## src/rtl/fp_mant_align.sv

```systemverilog
// Aligns four packed FP operands to a common exponent for the adder tree.
// Two-stage valid/ready pipeline: S1 holds raw operands, S2 holds aligned signed mantissas.
module fp_mant_align #(
   parameter int expWidth = 4,
   parameter int manWidth = 3
) (
   input  logic                        clk,
   input  logic                        rst_n,
   input  logic                        in_valid,
   output logic                        in_ready,
   input  logic [3:0]                  in_sign,
   input  logic [expWidth*4-1:0]       in_exp,
   input  logic [manWidth*4-1:0]       in_man,
   input  logic [expWidth-1:0]         in_max_exp,
   output logic                        out_valid,
   input  logic                        out_ready,
   output logic [4*(manWidth+5)-1:0]   out_man,
   output logic [expWidth-1:0]         out_exp,
   output logic                        out_err
);

   localparam int W  = manWidth + 4;
   localparam int LW = W + 1;

   logic                      r_s1_valid;
   logic [3:0]                r_s1_sign;
   logic [expWidth*4-1:0]     r_s1_exp;
   logic [manWidth*4-1:0]     r_s1_man;
   logic [expWidth-1:0]       r_s1_max;

   logic                      r_s2_valid;
   logic [4*LW-1:0]           r_s2_man;
   logic [expWidth-1:0]       r_s2_exp;
   logic                      r_s2_err;

   logic                      w_s1_en;
   logic                      w_s2_en;
   logic [expWidth-1:0]       w_e_common;
   logic [4*LW-1:0]           w_lane;
   logic [3:0]                w_lane_bad;

   // Right shift with every shifted-out bit folded into bit 0; beyond the width only presence survives.
   function automatic logic [W-1:0] shift_sticky(input logic [W-1:0] mag,
                                                  input logic [expWidth-1:0] d);
      logic [W-1:0] lost_mask;
      logic [W-1:0] res;
      if (int'(d) >= W) begin
         res = (mag != '0) ? W'(1) : '0;
      end else begin
         lost_mask = ~({W{1'b1}} << d);
         res       = (mag >> d) | {{(W-1){1'b0}}, |(mag & lost_mask)};
      end
      return res;
   endfunction

   assign w_s2_en    = !r_s2_valid || out_ready;
   assign w_s1_en    = !r_s1_valid || w_s2_en;
   assign in_ready   = w_s1_en;
   assign w_e_common = (r_s1_max == '0) ? expWidth'(1) : r_s1_max;

   for (genvar i = 0; i < 4; i++) begin : g_lane
      logic [expWidth-1:0] w_e;
      logic [expWidth-1:0] w_eff;
      logic [expWidth-1:0] w_d;
      logic                w_h;
      logic                w_bad;
      logic [W-1:0]        w_mag;
      logic [W-1:0]        w_shr;

      assign w_e   = r_s1_exp[expWidth*i +: expWidth];
      assign w_h   = (w_e != '0);
      assign w_eff = w_h ? w_e : expWidth'(1);
      assign w_bad = (w_eff > w_e_common);
      assign w_d   = w_e_common - w_eff;
      assign w_mag = {w_h, r_s1_man[manWidth*i +: manWidth], 3'b000};
      assign w_shr = shift_sticky(w_mag, w_d);

      assign w_lane_bad[i]       = w_bad;
      assign w_lane[LW*i +: LW]  = w_bad        ? '0 :
                                   r_s1_sign[i] ? -{1'b0, w_shr} : {1'b0, w_shr};
   end

   always_ff @(posedge clk or negedge rst_n) begin
      if (!rst_n) begin
         r_s1_valid <= 1'b0;
         r_s1_sign  <= '0;
         r_s1_exp   <= '0;
         r_s1_man   <= '0;
         r_s1_max   <= '0;
      end else if (w_s1_en) begin
         r_s1_valid <= in_valid;
         if (in_valid) begin
            r_s1_sign <= in_sign;
            r_s1_exp  <= in_exp;
            r_s1_man  <= in_man;
            r_s1_max  <= in_max_exp;
         end
      end
   end

   always_ff @(posedge clk or negedge rst_n) begin
      if (!rst_n) begin
         r_s2_valid <= 1'b0;
         r_s2_man   <= '0;
         r_s2_exp   <= '0;
         r_s2_err   <= 1'b0;
      end else if (w_s2_en) begin
         r_s2_valid <= r_s1_valid;
         if (r_s1_valid) begin
            r_s2_man <= w_lane;
            r_s2_exp <= w_e_common;
            r_s2_err <= |w_lane_bad;
         end
      end
   end

   assign out_valid = r_s2_valid;
   assign out_man   = r_s2_man;
   assign out_exp   = r_s2_exp;
   assign out_err   = r_s2_err;

endmodule

```

## config.mk

```make
export PLATFORM = sky130hd
export DESIGN_NAME = fp_mant_align
export DESIGN_NICKNAME = d
export VERILOG_FILES = /design/src/rtl/fp_mant_align.sv
export SDC_FILE = /design/constraint.sdc
export NUM_CORES = 1
export LEC_CHECK = 0
export ABC_AREA = 1
export BUFFER_PORTS_ARGS = -buffer_cell sky130_fd_sc_hd__buf_2
export CORE_UTILIZATION = 25
export CTS_CLUSTER_DIAMETER = 150
export CTS_CLUSTER_SIZE = 20
export DETAILED_ROUTE_END_ITERATION = 8
export SYNTH_ARGS = -nofsm -noshare
export SYNTH_HDL_FRONTEND = slang
export SYNTH_SLANG_ARGS = --single-unit
```

## constraint.sdc

```tcl
create_clock -name clk -period 5.6 [get_ports clk]
set_clock_uncertainty 0.05 [all_clocks]
set_input_delay 0.84 -clock clk [delete_from_list [all_inputs] [get_ports clk]]
set_output_delay 0.84 -clock clk [all_outputs]
set_load 0.1 [all_outputs]
```

==> qor.csv <==
metric,value,unit
multi-input logic area,3100,sq um
final core occ,30.1,%
core area,21200,sq um
worst hold path type,flop to flop,
ANT nets after route,0,
number of max-cap violations,0,
leak pwr,3.49,nW
initial antenna violation count,0,
largest net degree at the start of global routing,76,
clock power share,16.5,%
synth unique cells,36,
Starting Density,25.7,%
Non-Filler Instances,1159,
CTS resizes,0,
Core Rows,53,
ys async rst share,100,%
"top cells by count, synth","nand2_1 (276), nor2_1 (94), inv_1 (85), nand3_1 (82), dfrtp_1 (75)",
Sw Ratio,57.1,%
data arrival time of the worst path,3.94,ns
Worst Tran Pin Value,0.958,ns
final setup vio count,0,
Worst slew margin,36.1,%
Worst-path clk slew,0.07,ns
end of the worst register-to-register path,out_man[14]$_DFFE_PN0P_,
Ys Warns,0,
Reg2Reg Launch Point,r_s1_max[2]$_DFFE_PN0P_,
Inst Count DP,1143,
Pre-antenna DRT Iters,5,
cell taking the most area after synthesis,dfrtp_1,
share of the synthesized area in the top cell type,34.4,%
PortBufs,78,
root buffer cell,clkbuf_16,
Top Ports,79,
total routed wirelength,13800,microns
Max Slew Vio Count,0,
cell area after placement,6060,sq um
Fin Hold WS,0.420,ns
FF-to-FF setup slack,1.84,ns
n_diodes,0,
Routed WL per cell,11.9,microns
register area,1880,sq um
GRT Overall Usage,13.0,%
sequential element share of the synthesized area,34.4,%
crit path from,r_s1_max[2]$_DFFE_PN0P_,
CP Capture Type,flop,
sequential fraction of design power,21.4,%
P_int,1.61,mW
DR iter-0 viols,312,
Final min period,3.76,ns
die outline height,150,microns
most common cell in the synthesized netlist,nand2_1,
Syn Inst Count,818,
P_sw,2.15,mW
share of layout cells above drive strength 1,16.7,%
"flops & latches, synth",75,
Die W,150,microns
top post-synthesis cells by area,"dfrtp_1 (34%), nand2_1 (19%), nand3_1 (7.5%)",
Final Hold Fails,0,
gp weighted congestion,0.890,
post-CTS setup buffer count,0,
r2r worst-path depth,19,
Die ar.,22400,sq um
Crit path required time,5.78,ns
Worst setup endpoint,out_man[14]$_DFFE_PN0P_,
Most used DFF post-synth,dfrtp_1,
worst skew pair latency,0.35,ns
CTS Sinks,75,
hold_buf cts,0,
P per Cell Area,589,nW/um^2
logic gate share of total power,62.1,%
Crit Path Category,flop to flop,
Post-synth EDFFs,0,
f_max,266,MHz
Worst setup SP type,flop,
worst vdd ir,0.000187,V
Overall Power,3.76,mW
cts bufs inserted,9,
worst-path maximum fanout,13,
DRC,0,
min-delay src,out_man[29]$_DFFE_PN0P_,
vias post-DR,5070,
total gr overflow,0,
vias per cell,4.37,
RSZ-0062 raised after global routing,false,
pre-CTS setup slack,1.85,ns
setup_tns,0,ns
H-tree depth,3,
Layout Area Growth over Synthesis,17.0,%
Final #Nets,943,
Final Instance Area,6380,sq um
status,"finished, final reports clean",
CTS tree,built,
Synth Area per Inst,6.66,sq um
period utilization,67.1,%
first-pass GRT wire length,23200,microns
vias in the first global route,4843,
Mapped Area,5450,sq um
PnR worst setup slack,1.84,ns
syn nets,882,
Max clock buf depth,2,
hpwl dp,10700,microns
Layout fillers,2384,
[cell families (layout without fill, tap and decap cells)]
family / Yosys count / in the layout / synth area share (%)
buffers and inverters: 119 / 185 / 8.79
and+or+nand+nor: 503 / 503 / 40.3
xor gates and xnor gates: 8 / 8 / 1.29
muxes: 3 / 3 / 0.620
adders and majority gates: 24 / 24 / 6.06
DFF: 75 / 75 / 34.4
AOI/OAI and AO/OA: 86 / 86 / 8.45
[worst max-delay path, stage by stage, from the launching register on]
cell      delay (ns)
dfrtp_1         0.66
inv_4           0.18
a31oi_1         0.55
ha_1            0.30
fa_1            0.55
inv_1           0.21
nand2_1         0.07
nand2_1         0.07
nand3_1         0.08
nand2_1         0.06
inv_1           0.04
nand3_1         0.08
nand2_2         0.09
ha_1            0.18
inv_1           0.07
nor2_1          0.06
nand3_1         0.10
nand3b_1        0.08
nand3_1         0.10
nand2_1         0.05
[state kept, by name, indices dropped and copies added (netlist names)]
name and count:
out_err 1, out_exp 4, out_man 32, out_valid 1, r_s1_exp 16, r_s1_man 12, r_s1_max 4, r_s1_sign 4
r_s1_valid 1
[cells in the final DEF, fill, tap and decap left out, types with 3 or more instances in the layout]
cell / instances
xor2_1: 4
inv_1: 85
nand2_1: 275
o21ai_1: 8
nand2_2: 21
nor2_2: 4
ha_1: 20
o21ai_0: 30
a21oi_1: 40
nand2_4: 5
nand3_2: 5
fa_1: 4
nand3_1: 82
clkbuf_16: 9
nand3b_1: 5
dfrtp_1: 75
nor2_4: 6
mux2_2: 3
buf_4: 4
buf_2: 77
nor2_1: 94
nor4_1: 4
xnor2_1: 4
[per-layer routing]
metal / vias up / wire [microns] / GRT usage, %
met5: - / 0 / 0
met4: 0 / 127 / 4.23
met3: 11 / 702 / 2.62
met2: 81 / 6210 / 20.9
met1: 2273 / 6780 / 17.3
li1: 2705 / - / -
[cell type report]
type	count	area share, %
clock buffer	11	3.96
clock inverter	5	0.942
inverter	88	5.22
multi-input combinational	624	48.5
sequential	75	29.4
tap	275	5.40
timing repair buffer	81	6.51
[power groups by stage]
stage	Sequential [mW]	Combinational, mW	Clock [mW]
floorplan	1.63	1.13	0
global placement	0.811	2.33	0
detailed placement	0.814	2.34	0
CTS	0.806	2.35	0.633
global route	0.828	2.57	0.654
finish	0.805	2.33	0.620
[worst min path at each step]
stage                                    endpoint  depth (start not counted)
after floorplan           r_s1_max[0]$_DFFE_PN0P_                          1
after global placement    out_man[27]$_DFFE_PN0P_                          2
after detailed placement  out_man[29]$_DFFE_PN0P_                          2
after CTS                 out_man[29]$_DFFE_PN0P_                          2
after global routing      out_man[29]$_DFFE_PN0P_                          2
final                     out_man[29]$_DFFE_PN0P_                          2
Note: power is estimated with default switching activity, not from simulation.
